**src/rtl/mprj_uart_tx.sv**
```systemverilog
// ---------------------------------------------------------------------------
// mprj_uart_tx
//
// 8N1 UART transmitter for the user project area. Bytes arrive through a
// valid/ready port into a small FIFO and are sent LSB-first on the serial
// line routed to mprj_io[6], at a fixed clock-divided bit rate.
//
// Optional build macro:
//   MPRJ_UART_TX_PARITY_EN - inserts an even-parity bit between the last
//                            data bit and the stop bit (8E1 framing).
//
// Ports:
//   clock      - system clock, all logic on the rising edge
//   resetb     - synchronous active-low reset
//   enable     - gates the start of new frames; a running frame completes
//   in_data    - byte to transmit
//   in_valid   - in_data is valid
//   in_ready   - FIFO can accept; push when in_valid && in_ready
//   tx         - registered serial line, idle high
//   busy       - frame in progress or FIFO non-empty
//   tx_done    - one-cycle pulse on the last cycle of each stop bit
//   fifo_count - bytes currently queued, 0..FIFO_DEPTH
// ---------------------------------------------------------------------------
module mprj_uart_tx #(
    parameter int CLKS_PER_BIT = 347,
    parameter int FIFO_DEPTH   = 4,
    parameter int ADDR_W       = $clog2(FIFO_DEPTH)
) (
    input  logic              clock,
    input  logic              resetb,
    input  logic              enable,
    input  logic [7:0]        in_data,
    input  logic              in_valid,
    output logic              in_ready,
    output logic              tx,
    output logic              busy,
    output logic              tx_done,
    output logic [ADDR_W:0]   fifo_count
);

    localparam int BAUD_W = (CLKS_PER_BIT > 2) ? $clog2(CLKS_PER_BIT) : 1;
    localparam logic [BAUD_W-1:0] BAUD_LAST = BAUD_W'(CLKS_PER_BIT - 1);
    localparam logic [ADDR_W:0]   COUNT_FULL = (ADDR_W + 1)'(FIFO_DEPTH);

`ifdef MPRJ_UART_TX_PARITY_EN
    typedef enum logic [2:0] {
        IDLE   = 3'd0,
        START  = 3'd1,
        DATA   = 3'd2,
        PARITY = 3'd3,
        STOP   = 3'd4
    } state_t;
`else
    typedef enum logic [2:0] {
        IDLE   = 3'd0,
        START  = 3'd1,
        DATA   = 3'd2,
        STOP   = 3'd4
    } state_t;
`endif

    state_t              state_q;
    state_t              state_d;
    logic [BAUD_W-1:0]   baud_q;
    logic [BAUD_W-1:0]   baud_d;
    logic [2:0]          bit_q;
    logic [2:0]          bit_d;
    logic [7:0]          shift_q;
    logic [7:0]          shift_d;
    logic                tx_q;
    logic                tx_d;
`ifdef MPRJ_UART_TX_PARITY_EN
    logic                parity_q;
    logic                parity_d;
`endif

    logic [7:0]          mem [FIFO_DEPTH];
    logic [ADDR_W-1:0]   wr_ptr;
    logic [ADDR_W-1:0]   rd_ptr;
    logic [ADDR_W:0]     count_q;

    logic                push;
    logic                pop;
    logic                bit_end;
    logic                can_start;

    // Handshake and status come straight from registered state so that the
    // source sees a stable in_ready for the whole cycle.
    assign in_ready   = (count_q != COUNT_FULL);
    assign push       = in_valid && in_ready;
    assign fifo_count = count_q;
    assign busy       = (state_q != IDLE) || (count_q != '0);
    assign tx_done    = (state_q == STOP) && bit_end;
    assign tx         = tx_q;

    assign bit_end    = (baud_q == BAUD_LAST);
    assign can_start  = enable && (count_q != '0);

    // Next-state logic. A new frame is fetched either from IDLE or on the
    // very last stop-bit cycle, so back-to-back frames have no idle gap.
    // The line level is derived from the next state so tx can be a plain
    // register that already shows the start bit on the popping edge.
    always_comb begin
        state_d  = state_q;
        baud_d   = baud_q;
        bit_d    = bit_q;
        shift_d  = shift_q;
        pop      = 1'b0;
        tx_d     = 1'b1;
`ifdef MPRJ_UART_TX_PARITY_EN
        parity_d = parity_q;
`endif

        case (state_q)
            IDLE: begin
                if (can_start) begin
                    pop     = 1'b1;
                    state_d = START;
                    baud_d  = '0;
                end
            end
            START: begin
                if (bit_end) begin
                    state_d = DATA;
                    baud_d  = '0;
                    bit_d   = 3'd0;
                end else begin
                    baud_d = baud_q + 1'b1;
                end
            end
            DATA: begin
                if (bit_end) begin
                    baud_d  = '0;
                    shift_d = {1'b0, shift_q[7:1]};
                    if (bit_q == 3'd7) begin
`ifdef MPRJ_UART_TX_PARITY_EN
                        state_d = PARITY;
`else
                        state_d = STOP;
`endif
                    end else begin
                        bit_d = bit_q + 1'b1;
                    end
                end else begin
                    baud_d = baud_q + 1'b1;
                end
            end
`ifdef MPRJ_UART_TX_PARITY_EN
            PARITY: begin
                if (bit_end) begin
                    state_d = STOP;
                    baud_d  = '0;
                end else begin
                    baud_d = baud_q + 1'b1;
                end
            end
`endif
            STOP: begin
                if (bit_end) begin
                    baud_d = '0;
                    if (can_start) begin
                        pop     = 1'b1;
                        state_d = START;
                    end else begin
                        state_d = IDLE;
                    end
                end else begin
                    baud_d = baud_q + 1'b1;
                end
            end
            default: begin
                state_d = IDLE;
                baud_d  = '0;
            end
        endcase

        if (pop) begin
            shift_d  = mem[rd_ptr];
`ifdef MPRJ_UART_TX_PARITY_EN
            parity_d = ^mem[rd_ptr];
`endif
        end

        case (state_d)
            START:   tx_d = 1'b0;
            DATA:    tx_d = shift_d[0];
`ifdef MPRJ_UART_TX_PARITY_EN
            PARITY:  tx_d = parity_d;
`endif
            default: tx_d = 1'b1;
        endcase
    end

    // State, counters, line register and FIFO bookkeeping. Reset aborts any
    // frame in flight and discards queued bytes.
    always_ff @(posedge clock) begin
        if (!resetb) begin
            state_q  <= IDLE;
            baud_q   <= '0;
            bit_q    <= 3'd0;
            shift_q  <= 8'h00;
            tx_q     <= 1'b1;
            wr_ptr   <= '0;
            rd_ptr   <= '0;
            count_q  <= '0;
`ifdef MPRJ_UART_TX_PARITY_EN
            parity_q <= 1'b0;
`endif
        end else begin
            state_q  <= state_d;
            baud_q   <= baud_d;
            bit_q    <= bit_d;
            shift_q  <= shift_d;
            tx_q     <= tx_d;
`ifdef MPRJ_UART_TX_PARITY_EN
            parity_q <= parity_d;
`endif
            if (push) begin
                wr_ptr <= wr_ptr + 1'b1;
            end
            if (pop) begin
                rd_ptr <= rd_ptr + 1'b1;
            end
            case ({push, pop})
                2'b10:   count_q <= count_q + 1'b1;
                2'b01:   count_q <= count_q - 1'b1;
                default: count_q <= count_q;
            endcase
        end
    end

    // FIFO storage has no reset; only entries between the pointers matter.
    always_ff @(posedge clock) begin
        if (resetb && push) begin
            mem[wr_ptr] <= in_data;
        end
    end

endmodule

```
**config.mk**
```make
export PLATFORM = sky130hd
export DESIGN_NAME = mprj_uart_tx
export DESIGN_NICKNAME = d
export VERILOG_FILES = /design/src/rtl/mprj_uart_tx.sv
export SDC_FILE = /design/constraint.sdc
export NUM_CORES = 1
export LEC_CHECK = 0
export ABC_AREA = 1
export CORE_ASPECT_RATIO = 1.75
export CORE_MARGIN = 1.5
export CORE_UTILIZATION = 49
export CTS_BUF_LIST = sky130_fd_sc_hd__clkbuf_8
export CTS_CLUSTER_SIZE = 14
export DETAILED_ROUTE_END_ITERATION = 8
export GPL_ROUTABILITY_DRIVEN = 0
export PLACE_DENSITY = 0.71
export SYNTH_ARGS = -nofsm -noshare
export SYNTH_HDL_FRONTEND = slang
export SYNTH_SLANG_ARGS = --single-unit
```
**constraint.sdc**
```tcl
create_clock -name clock -period 2.2 [get_ports clock]
set_input_delay 0.22 -clock clock [delete_from_list [all_inputs] [get_ports clock]]
set_output_delay 0.22 -clock clock [all_outputs]
set_load 0.02 [all_outputs]
```
# [After elaboration in Yosys (flattened, before gate mapping)]
# Memory sizes are Yosys's and may differ from the RTL's. A register that Yosys moved wholly into a read port is not among the register bits.
# Index checks and enable logic that the tools add are counted.
[classes] addsub=6 n_eq_ne=14 mux=26 n_reduce_logical=15
[op_table] op="3-bit 2-to-1 mux" n=8
[op_table] op="8-bit 2-to-1 mux" n=3
[op_table] op="9-bit 2-to-1 mux" n=2
[op_table] op="9-bit case mux with 2 select lines" n=1
[op_table] op="3-bit case mux with 2 select lines" n=2
[op_table] op="3-bit case mux with 4 select lines" n=1
[op_table] op="9-bit by 1-bit adder with 9-bit output, second input constant" n=1
[op_table] op="9-bit equality test, second input constant" n=1
[op_table] op="2-bit != test, second input constant" n=4
[op_table] op="2-bit nonzero test" n=4
[op_table] op="3-bit by 1-bit adder with 3-bit output, second input constant" n=2
[op_table] op="3-bit by 1-bit equality test with 1-bit output, second input constant" n=2
[op_table] op="3-bit by 2-bit equality test with 1-bit output, second input constant" n=2
[op_table] op="3-bit equality test, second input constant" n=2
[op_table] op="3-bit nonzero test" n=2
[op_table] op="1-bit 2-to-1 mux" n=5
[op_table] op="2-bit by 1-bit adder with 2-bit output, second input constant" n=2
[op_table] op="1-bit logical AND" n=4
[op_table] op="2-bit 2-to-1 mux" n=2
[op_table] op="1-bit case mux with 2 select lines" n=2
[op_table] op="4-bit AND reduction" n=1
[op_table] op="3-bit logical NOT" n=1
[op_table] op="3-bit != test, second input constant" n=1
[op_table] op="3-bit OR reduction" n=1
[op_table] op="5 further kinds" n=5
[totals] ff_bits=31 ramBits=32 input_bits=12 output_inout_bits=7 word_cells=71 mem_count=1
[memory_table] name="mem" words=4 width=8 rd=1 rd_clocked_by_memory_dff=1 write_ports=1 line="77" rtl="logic [7:0] mem [FIFO_DEPTH];"

# [Depth between registers and ports, before layout]
# Gate-level depths: netlist of run 1.
[logic_depth] ltp_word=7 ltp_mapped=15

# [Worst setup path after synthesis of run 1]
# OpenSTA, ideal clock, no wires.
[synth_path] path_type="reg-to-reg" start="reg baud_q[0]" end="reg count_q[2] (netlist: fifo_count[2])" setup_time_ns=0.122 t_arrival_ns=2.021 t_required_ns=2.078 path_slack_ns=0.056 path_stages_with_launch=16 period_less_slack_ns=2.144 path_cell_list="dfxtp_1 -> inv_1 -> ha_1 -> nand2_1 -> nor2_4 -> nand2_4 -> nand2_4 -> nand2_4 -> inv_2 -> ha_1 -> inv_1 -> fa_1 -> a21oi_1 -> o21ai_0 -> o21ai_0 -> a21oi_1"
[synth_between] elab_chain_cells=5 word_cells_on_any_way=7
[synth_rtl] element="from (decl)" line="64" rtl="logic [BAUD_W-1:0] baud_q;"
[synth_rtl] element="from (signal assigned)" line="211" rtl="baud_q <= baud_d;"
[synth_rtl] element="9-bit equality test (*)" line="96" rtl="assign bit_end = (baud_q == BAUD_LAST);"
[synth_rtl] element="1-bit 2-to-1 mux (*)" line="159" rtl="if (bit_end) begin"
[synth_rtl] element="1-bit case mux with 2 select lines (*)" line="114" rtl="case (state_q)"
[synth_rtl] element="2-bit by 1-bit equality test with 1-bit output or 2-bit equality test (tied branches)" line="224" rtl="case ({push, pop})"
[synth_rtl] element="3-bit case mux with 2 select lines or 2-bit nonzero test (tied branches)"
[synth_rtl] element="to (signal assigned)" line="225" rtl="2'b10: count_q <= count_q + 1'b1;"
[synth_rtl] element="to (signal assigned)" line="226" rtl="2'b01: count_q <= count_q - 1'b1;"
[synth_rtl] element="to (signal assigned)" line="227" rtl="default: count_q <= count_q;"
[synth_rtl] element="to (decl)" line="80" rtl="logic [ADDR_W:0] count_q;"
# Mark *: on every way between the ends. The rest lies on a longest branch, timed or not.
# A chain may end at the register's enable or synchronous reset.

# [Worst setup path after layout of run 1]
# Ends and elaborated chain as after synthesis.

==> results of run 1 <==
[state kept, by name (all words and copies together) (netlist names), named ones only]
signal and cells:
mem 32, state_q 3, rd_ptr 2, baud_q 9, tx 1, shift_q 8
wr_ptr 2, bit_q 3, fifo_count 3
[metal layers]
layer	track usage	vias up	wire length, um
met5	0	-	0
met4	0.116	0	136
met3	0.0454	11	171
met2	0.346	33	3080
met1	0.191	1002	2160
li1	-	1123	-
[timing repair]
item,4_1_cts,5_1_grt
setup buffers,0,1
endpoints found under the setup margin,2,2
resized for setup,1,15
pin swaps,1,4
hold buffers,0,0
[through the flow]
step | setup slack (ns) | util | cells
detailed placement | 0.00431 | 0.558 | 416
CTS | 0.0267 | 0.592 | 432
global placement | 0.0596 | 0.558 | 416
global route | 0.0132 | 0.602 | 433
finish | 0.147 | 0.602 | 433
floorplan | 0.0565 | - | 314
[logic make-up (layout without fill, tap and decap cells)]
kind of cell	after synthesis	in the layout	share of synthesized area
compound gates	66	66	0.123
xor+xnor	3	3	0.00897
fa+ha+maj	10	10	0.0453
buf+inv	40	81	0.0576
flops	65	65	0.553
simple gates	130	130	0.212
[worst max-delay path by stage]
stage	from	to	slack, ns
after CTS	baud_q[0]$_SDFFE_PN0P_	fifo_count[2]$_SDFFE_PN0P_	0.03
after global placement	enable	fifo_count[2]$_SDFFE_PN0P_	0.06
after detailed placement	enable	fifo_count[2]$_SDFFE_PN0P_	0.004
final	baud_q[0]$_SDFFE_PN0P_	fifo_count[2]$_SDFFE_PN0P_	0.15
after floorplan	baud_q[0]$_SDFFE_PN0P_	fifo_count[2]$_SDFFE_PN0P_	0.06
after global routing	baud_q[0]$_SDFFE_PN0P_	fifo_count[2]$_SDFFE_PN0P_	0.01
[layout make-up]
cell class | instances | area (um2)
Fill cell | 536 | 2320
Sequential cell | 65 | 1620
Multi-Input combinational cell | 209 | 1180
Timing Repair Buffer | 30 | 269
Inverter | 35 | 134
Clock buffer | 9 | 124
Tap cell | 78 | 97.6
Clock inverter | 7 | 80.1
[tightest hold or removal path, delay by kind of cell (launching register included)]
family,cells,cell delay [ns]
and+or+nand+nor,1,0.06
DFF,1,0.32
AOI/OAI and AO/OA,1,0.05
[cell usage in the layout (no fill, tap or decap), drive strengths merged, types with 2 or more instances in the layout]
cell type       n
o21ai          32
nand2          55
edfxtp         32
clkinv          3
clkinvlp        2
o22ai           7
nor3            2
nor2           51
nand3          19
clkdlybuf4s50  17
inv            36
a21oi          25
clkbuf          9
ha              9
xor2            3
dfxtp          33
buf            12
[power by group]
part	internal, mW	switching [mW]	leakage (nW)
clock network	0.532	0.483	0.0960
logic	0.457	0.669	0.717
registers	1.42	0.0847	0.560
total	2.41	1.24	1.37
==> metrics.yaml, run 1 <==
timing:
  final-setup-viol-count: 0
  whs_ns: 0.474
  final.period_utilization: 0.933
  rsz0062_at_grt: "no"
  hold_viol_final: 0
  tightest_slew_ns: 0.421
  post-route-min-period_ns: 2.05
  relSlewSlack: 0.719
  slew_violations: 0
  tns_ns: 0
  fmax_mhz: 487
  fin_worst_skew_ns: 0.00924
min_path:
  holdPathStages: 2
  hold_path_class: "flip-flop to flip-flop"
  hold_start: "bit_q[2]$_SDFFE_PN0P_"
  min_to: "bit_q[2]$_SDFFE_PN0P_"
synthesis:
  synth_area_mm2: 0.00293
  synth.most_common_cell: "nor2_1"
  avgSynthCellArea_um2: 9.33
  ys_seq_elements: 65
  ys.flop_type: "dfxtp_1"
  syn_nets: 336
  seq_area_frac_synth: 0.553
  yosys.area.top_type: "edfxtp_1"
  ys_types: 30
  ys_async_sr_fraction: 0
  ys_top_cells_by_count: "nor2_1 (45), nand2_1 (43), dfxtp_1 (33)"
  synthCells: 314
  synth_area_leaders: "edfxtp_1 (33%), dfxtp_1 (23%), nor2_1 (5.8%)"
  synth_edf_count: 32
  synth_top_area_share: 0.328
  yosysWarnings: 0
power_and_ir_drop:
  power_mw: 3.65
  leakage_nw: 1.37
  power_density_mw_per_mm2: 1040
  vdd_ir_drop_max_v: 0.000627
worst_setup_path:
  cpMaxStageDelayCell: "fa_2"
  path_class: "flip-flop to flip-flop"
  r2r_start: "baud_q[0]$_SDFFE_PN0P_"
  startpoint_type: "flip-flop"
  cp_top_family: "adder cells"
  cp-end-kind: "flip-flop"
  r2r_slack_ns: 0.15
  rr_endpoint: "fifo_count[2]$_SDFFE_PN0P_"
  arrival_ns: 2.29
  cp_num_buf_inv: 3
  path_cells: "inv_2, ha_4, nand2_4, nor2_4, nand2_4, nand2_4, nand2_4, inv_2, ha_4, inv_4, fa_2, a21oi_2, o21ai_2, o21ai_1, a21oi_1"
  ff2ff_path_depth: 15
  path_common_cell: "nand2_4"
  required_ns: 2.44
  cp.depth: 15
  path_max_fanout: 4
  cpPeakStageDelay_ns: 0.37
run_status:
  status: "finished, final reports clean"
clock_tree:
  tritoncts: "done"
  cts_root_buffer: "clkbuf_8"
  path_clk_slew_ns: 0.08
  htreeDepth: 3
  cts_buffers: 9
  cts.sinks: 65
  cts_max_path_buffers: 2
  clk_latency_ns: 0.34
routing:
  via_count: 2169
  antenna_left: 0
  drc: 0
  drt_wl_total_mm: 5.54
  routed_via_density: 5.01
  drt_iter0_drc: 42
  firstDrtPassIters: 4
  wl_per_cell_um: 12.8
die:
  die_x_um: 61.5
  placementRows: 37
  die_y_um: 105
  ios: 19
  initial_core_util: 0.502
  core_area_mm2: 0.00583
  die_area_mm2: 0.00647
placement:
  hpwl_mm: 3.91
  place_area_mm2: 0.00325
  port_buffers: 18
grt:
  grt_pass1_wl_mm: 9.25
  grt_pass1_vias: 2203
  grt_overflow_total: 0
  antenna_found_initial: 0
  grt_use_total: 0.195
  grt_max_degree: 18
finish:
  layout-drive-gt1-share: 0.217
  n_antenna_cell: 0
  finalNetCount: 372
  final_design_area_no_fill_mm2: 0.00351
  syn_to_final_growth_pct: 19.8
flow_run:
  maxCapViolCount: 0
Power figures use the tool's default switching activity.
==> run 2: changes to the inputs <==
--- a/config.mk
+++ b/config.mk
@@ -10,9 +10,11 @@
 export CORE_MARGIN = 1.5
 export CORE_UTILIZATION = 49
 export CTS_BUF_LIST = sky130_fd_sc_hd__clkbuf_8
+export CTS_CLUSTER_DIAMETER = 100
 export CTS_CLUSTER_SIZE = 14
 export DETAILED_ROUTE_END_ITERATION = 8
 export GPL_ROUTABILITY_DRIVEN = 0
+export MAX_ROUTING_LAYER = met4
 export PLACE_DENSITY = 0.71
 export SYNTH_ARGS = -nofsm -noshare
 export SYNTH_HDL_FRONTEND = slang
==> run 2 against run 1 <==
Against the previous run: clock-buffer cell count stayed put; clock skew hardly changed; clock power hardly changed; routed wire length is 0.20% higher; non-clock buffer count stayed put; maximum frequency hardly changed; sequential power hardly changed.
==> metrics.yaml, run 2 (same netlist as run 1, synthesis figures left out) <==
clock_tree:
  cts_buffers: 9
  htreeDepth: 3
  cts_max_path_buffers: 2
  cts.sinks: 65
  tritoncts: "done"
  path_clk_slew_ns: 0.08
  cts_root_buffer: "clkbuf_8"
  clk_latency_ns: 0.35
grt:
  grt_use_total: 0.200
  grt_max_degree: 18
  grt_overflow_total: 0
  gr-usage-met1: 0.191
  grt_pass1_vias: 2201
  use_met2: 0.346
  antenna_found_initial: 0
  met3_usage: 0.0454
  busiest_layer: "met2"
  grt_pass1_wl_mm: 9.25
worst_setup_path:
  r2r_slack_ns: 0.15
  cp-end-kind: "flip-flop"
  cpPeakStageDelay_ns: 0.37
  path_cells: "inv_2, ha_4, nand2_4, nor2_4, nand2_4, nand2_4, nand2_4, inv_2, ha_4, inv_4, fa_2, a21oi_2, o21ai_2, o21ai_1, a21oi_1"
  ff2ff_path_depth: 15
  cpMaxStageDelayCell: "fa_2"
  path_max_fanout: 4
  arrival_ns: 2.30
  rr_endpoint: "fifo_count[2]$_SDFFE_PN0P_"
  path_class: "flip-flop to flip-flop"
  path_common_cell: "nand2_4"
  startpoint_type: "flip-flop"
  cp_num_buf_inv: 3
  cp_top_family: "adder cells"
  r2r_start: "baud_q[0]$_SDFFE_PN0P_"
  required_ns: 2.44
finish:
  instances_no_fill: 433
  finalNetCount: 372
  final_cell_mix: "nor2_1 (45), nand2_1 (42), dfxtp_1 (32), edfxtp_1 (32), o21ai_0 (24)"
  reg.largest.list: "mem: 32 flops, baud_q: 9 flops, shift_q: 8 flops"
  top_register: "mem"
  n_antenna_cell: 0
  layout-drive-gt1-share: 0.217
  syn_to_final_growth_pct: 19.8
  largest_reg_flops: 32
  layout_commonest_cell: "nor2_1"
die:
  initial_core_util: 0.502
  placementRows: 37
  die_y_um: 105
  die_area_mm2: 0.00647
  ios: 19
  die_x_um: 61.5
  core_area_mm2: 0.00583
routing:
  via_count: 2167
  antenna_left: 0
  routed_via_density: 5.00
  drc: 0
  firstDrtPassIters: 4
  drt_wl_total_mm: 5.56
  drt_iter0_drc: 40
  wl_per_cell_um: 12.8
run_status:
  status: "finished, final reports clean"
power_and_ir_drop:
  p_comb_frac: 0.308
  internal_power_mw: 2.41
  p_sw_frac: 0.340
  pwr-share-clk: 0.279
  leakage_nw: 1.37
  power_frac_seq: 0.413
  vdd_ir_drop_max_v: 0.000627
  power_density_mw_per_mm2: 1040
  switching_power_mw: 1.24
placement:
  dp_cells: 416
  hpwl_mm: 3.91
  port_buffers: 18
timing:
  hold_viol_final: 0
  rsz0062_at_grt: "no"
  final-setup-viol-count: 0
  slew_violations: 0
  final.period_utilization: 0.933
  fin_worst_skew_ns: 0.00959
  post-route-min-period_ns: 2.05
  relSlewSlack: 0.719
  fmax_mhz: 487
  tightest_slew_ns: 0.421
  tns_ns: 0
min_path:
  hold_start: "bit_q[2]$_SDFFE_PN0P_"
  holdPathStages: 2
  min_to: "bit_q[2]$_SDFFE_PN0P_"
  hold_path_class: "flip-flop to flip-flop"
flow_run:
  maxCapViolCount: 0
-- run 2: cell counts in the layout (fill, tap and decap cells not counted) --
No cell type changed its count.
-- run 2: how the worst max path moves through the flow --
stage                            from                         end  slack (ns)  cells past startpoint
6_report       baud_q[0]$_SDFFE_PN0P_  fifo_count[2]$_SDFFE_PN0P_        0.15                     15
5_1_grt        baud_q[0]$_SDFFE_PN0P_  fifo_count[2]$_SDFFE_PN0P_        0.01                     15
4_1_cts        baud_q[0]$_SDFFE_PN0P_  fifo_count[2]$_SDFFE_PN0P_        0.03                     15
3_5_place_dp                   enable  fifo_count[2]$_SDFFE_PN0P_       0.004                     12
3_3_place_gp                   enable  fifo_count[2]$_SDFFE_PN0P_        0.06                     12
2_1_floorplan  baud_q[0]$_SDFFE_PN0P_  fifo_count[2]$_SDFFE_PN0P_        0.06                     15
-- run 2: area by class of cell --
cell class / count / area [um2]
fillers: 536 / 2320
clock buffers: 9 / 124
flip-flops and latches: 65 / 1620
repair buffers: 30 / 269
clock inverters: 7 / 80.1
multi-input cells: 209 / 1180
inverters: 35 / 134
well taps: 78 / 97.6
-- run 2: worst reg2reg max path: cells and delay by family, from the launching register on --
kind	cells	cell delay, ns
flip-flops	1	0.34
buffers and inverters	3	0.19
AO/OA/AOI/OAI	4	0.39
AND/OR/NAND/NOR	5	0.39
adder cells (fa/ha/maj)	3	0.65
-- run 2: metal layers --
layer	vias to the layer above	routed length (um)
met5	-	0
met4	0	133
met3	11	182
met2	33	3080
met1	1001	2160
li1	1122	-
-- run 2: power groups by stage --
stage | clock network (mW) | registers (mW) | logic (mW)
after detailed placement | 0 | 1.53 | 1.07
final | 1.02 | 1.51 | 1.13
after CTS | 1.04 | 1.50 | 1.07
after global placement | 0 | 1.53 | 1.05
after floorplan | 0 | 1.56 | 0.737
after global routing | 1.09 | 1.53 | 1.27
-- run 2: what timing repair did --
item                                    CTS  global route
hold buffers                              0             0
pin swaps                                 1             4
resized for setup                         1            15
setup buffers                             0             1
endpoints found under the setup margin    2             2
-- run 2: metrics by stage --
stage               hold slack (ns)   util  setup slack (ns)  power, mW  instance area [um2]
floorplan                     0.319      -            0.0565       2.29                 2930
CTS                           0.474  0.592            0.0267       3.61                 3460
global route                  0.492  0.602            0.0132       3.88                 3510
detailed placement            0.463  0.558           0.00431       2.60                 3250
global placement              0.456  0.558            0.0596       2.57                 3250
finish                        0.474  0.602             0.147       3.65                 3510
==> run 3: changes to the inputs <==
--- a/config.mk
+++ b/config.mk
@@ -5,7 +5,6 @@
 export SDC_FILE = /design/constraint.sdc
 export NUM_CORES = 1
 export LEC_CHECK = 0
-export ABC_AREA = 1
 export CORE_ASPECT_RATIO = 1.75
 export CORE_MARGIN = 1.5
 export CORE_UTILIZATION = 49
==> run 3 against run 2 <==
Against the previous run: the run now ends with negative setup slack left; worst setup slack got worse by 0.15 ns; power increased by 2.5%; sequential cell count unchanged; non-clock buffer count increased by 10; final area decreased by 0.53%; synthesized cell count decreased by 28%.
==> metrics.yaml, run 3 <==
grt:
  antenna_found_initial: 0
  grt_pass1_vias: 1860
  grt_pass1_wl_mm: 8.57
  grt_use_total: 0.192
  grt_overflow_total: 0
  grt_max_degree: 16
clock_tree:
  cts_hold_buf: 0
  clk_latency_ns: 0.34
  cts_buffers: 9
  cts_root_buffer: "clkbuf_8"
  htreeDepth: 3
  path_clk_slew_ns: 0.07
  cts.sinks: 65
  tritoncts: "done"
  cts_max_path_buffers: 2
finish:
  largest_reg_flops: 32
  layout-drive-gt1-share: 0.263
  top_register: "mem"
  n_antenna_cell: 0
  layout_commonest_cell: "edfxtp_1"
  final_cell_mix: "edfxtp_1 (32), dfxtp_1 (29), nor2_1 (23)"
  n_fill_cell: 497
  reg.largest.list: "mem: 32 flops, baud_q: 9 flops, shift_q: 8 flops"
  syn_to_final_growth_pct: 22.6
  final_design_area_no_fill_mm2: 0.00349
  instances_no_fill: 350
  finalNetCount: 291
placement:
  hpwl_mm: 3.65
  dp_cells: 333
  place_area_mm2: 0.00328
  port_buffers: 18
synthesis:
  synth.most_common_cell: "dfxtp_1"
  ys_top_cells_by_count: "dfxtp_1 (33), edfxtp_1 (32), nor2_1 (23)"
  seq_area_frac_synth: 0.570
  ys_seq_elements: 65
  synth_area_leaders: "edfxtp_1 (34%), dfxtp_1 (23%), mux4_2 (6.3%)"
  ys_async_sr_fraction: 0
  yosys.area.top_type: "edfxtp_1"
  ys_types: 53
  synth_edf_count: 32
  synth_area_mm2: 0.00285
  synth_top_area_share: 0.338
  syn_nets: 249
  ys.flop_type: "dfxtp_1"
  synthCells: 227
  yosysWarnings: 0
  avgSynthCellArea_um2: 12.5
timing:
  relSlewSlack: 0.625
  fmax_mhz: 454
  slew_violations: 0
  final.period_utilization: 1.00
  tightest_slew_ns: 0.562
  rsz0062_at_grt: "yes"
  hold_viol_final: 0
  setup_slack_ns: -0.00469
  post-route-min-period_ns: 2.20
  final-setup-viol-count: 1
  tns_ns: -0.00469
  fin_worst_skew_ns: 0.00751
  whs_ns: 0.471
die:
  die_area_mm2: 0.00629
  die_y_um: 104
  initial_core_util: 0.510
  die_x_um: 60.6
  ios: 19
  placementRows: 36
  core_area_mm2: 0.00559
routing:
  via_count: 1825
  wl_per_cell_um: 14.7
  drt_wl_total_mm: 5.14
  drc: 0
  firstDrtPassIters: 4
  drt_iter0_drc: 41
  routed_via_density: 5.21
  antenna_left: 0
power_and_ir_drop:
  internal_power_mw: 2.57
  switching_power_mw: 1.17
  leakage_nw: 1.30
  power_mw: 3.74
  vdd_ir_drop_max_v: 0.000755
  power_frac_seq: 0.433
  p_comb_frac: 0.297
  power_density_mw_per_mm2: 1070
  p_sw_frac: 0.313
  pwr-share-clk: 0.269
worst_setup_path:
  required_ns: 2.47
  startpoint_type: "input pin"
  path_class: "input pin to flip-flop"
  cp-end-kind: "flip-flop"
  arrival_ns: 2.48
  path_max_fanout: 2
  r2r_slack_ns: 0.02
min_path:
  hold_path_class: "flip-flop to flip-flop"
run_status:
  failed_checks: "negative setup slack"
  status: "finished, violations left"
flow_run:
  maxCapViolCount: 0
==> run 3: cell types whose count changed after synthesis, sizes merged, moves of 10 or more <==
cell,before,now
a21oi,25,15
inv,35,10
nand2,55,7
nand3,19,3
nor2,51,23
o21ai,32,12
==> run 3: cells by family (layout without fill, tap and decap cells) <==
| group | after synthesis | in the layout | share of synthesized area |
|---|---|---|---|
| DFF | 65 | 65 | 0.570 |
| muxes | 15 | 15 | 0.0879 |
| xor gates and xnor gates | 13 | 13 | 0.0400 |
| and+or+nand+nor | 64 | 64 | 0.130 |
| adders and majority gates | 10 | 10 | 0.0466 |
| AOI/OAI and AO/OA | 40 | 40 | 0.0949 |
| buffers and inverters | 20 | 67 | 0.0308 |
==> run 3: worst paths after layout <==
path,from,to,cells after the start
setup reg to reg,baud_q[0]$_SDFFE_PN0P_,fifo_count[2]$_SDFFE_PN0P_,12
hold reg to reg,shift_q[7]$_SDFFE_PN0P_,shift_q[7]$_SDFFE_PN0P_,2
setup / recovery,enable,fifo_count[2]$_SDFFE_PN0P_,11
hold / removal,shift_q[7]$_SDFFE_PN0P_,shift_q[7]$_SDFFE_PN0P_,2
==> run 3: through the flow <==
step	util	setup slack, ns
floorplan	-	-0.0250
global placement	0.586	-0.327
detailed placement	0.586	-0.345
CTS	0.624	0.00146
global route	0.625	-0.110
finish	0.625	-0.00469
==> run 3: repair_timing <==
action / CTS / global route
pin swaps: 1 / 0
resized for setup: 6 / 3
setup buffers: 0 / 1
setup endpoints to repair: 3 / 2
==> run 3: critical path: stages <==
cell and delay [ns]:
clkdlybuf4s50_1 0.52, o31ai_4 0.09, or3_4 0.34, a21o_4 0.20, clkinv_4 0.05, ha_4 0.11
inv_1 0.04, fa_2 0.32, xor2_1 0.15, or3_1 0.32, a21oi_2 0.11
==> run 3: power by group through the flow <==
stage	logic (mW)	clock network [mW]	registers (mW)
global placement	1.12	0	1.65
floorplan	0.785	0	1.63
global route	1.23	1.09	1.65
detailed placement	1.14	0	1.66
finish	1.11	1.01	1.62
CTS	1.13	1.04	1.63
==> run 3: area by class of cell <==
| cell class | instances | area (um2) | share of cell area |
|---|---|---|---|
| Sequential cell | 65 | 1630 | 0.468 |
| Multi-Input combinational cell | 142 | 1170 | 0.336 |
| Timing Repair Buffer | 40 | 342 | 0.0978 |
| Clock buffer | 9 | 124 | 0.0355 |
| Tap cell | 76 | 95.1 | 0.0272 |
| Clock inverter | 7 | 77.6 | 0.0222 |
| Inverter | 11 | 46.3 | 0.0133 |
==> run 3: layer usage <==
| metal | global-route usage | vias to the layer above | share of wire |
|---|---|---|---|
| met2 | 0.321 | 23 | 0.57 |
| met1 | 0.201 | 876 | 0.39 |
| met3 | 0.0624 | 7 | 0.028 |
| met4 | 0.0761 | 0 | 0.016 |
| met5 | - | - | 0 |
| li1 | - | 919 | - |
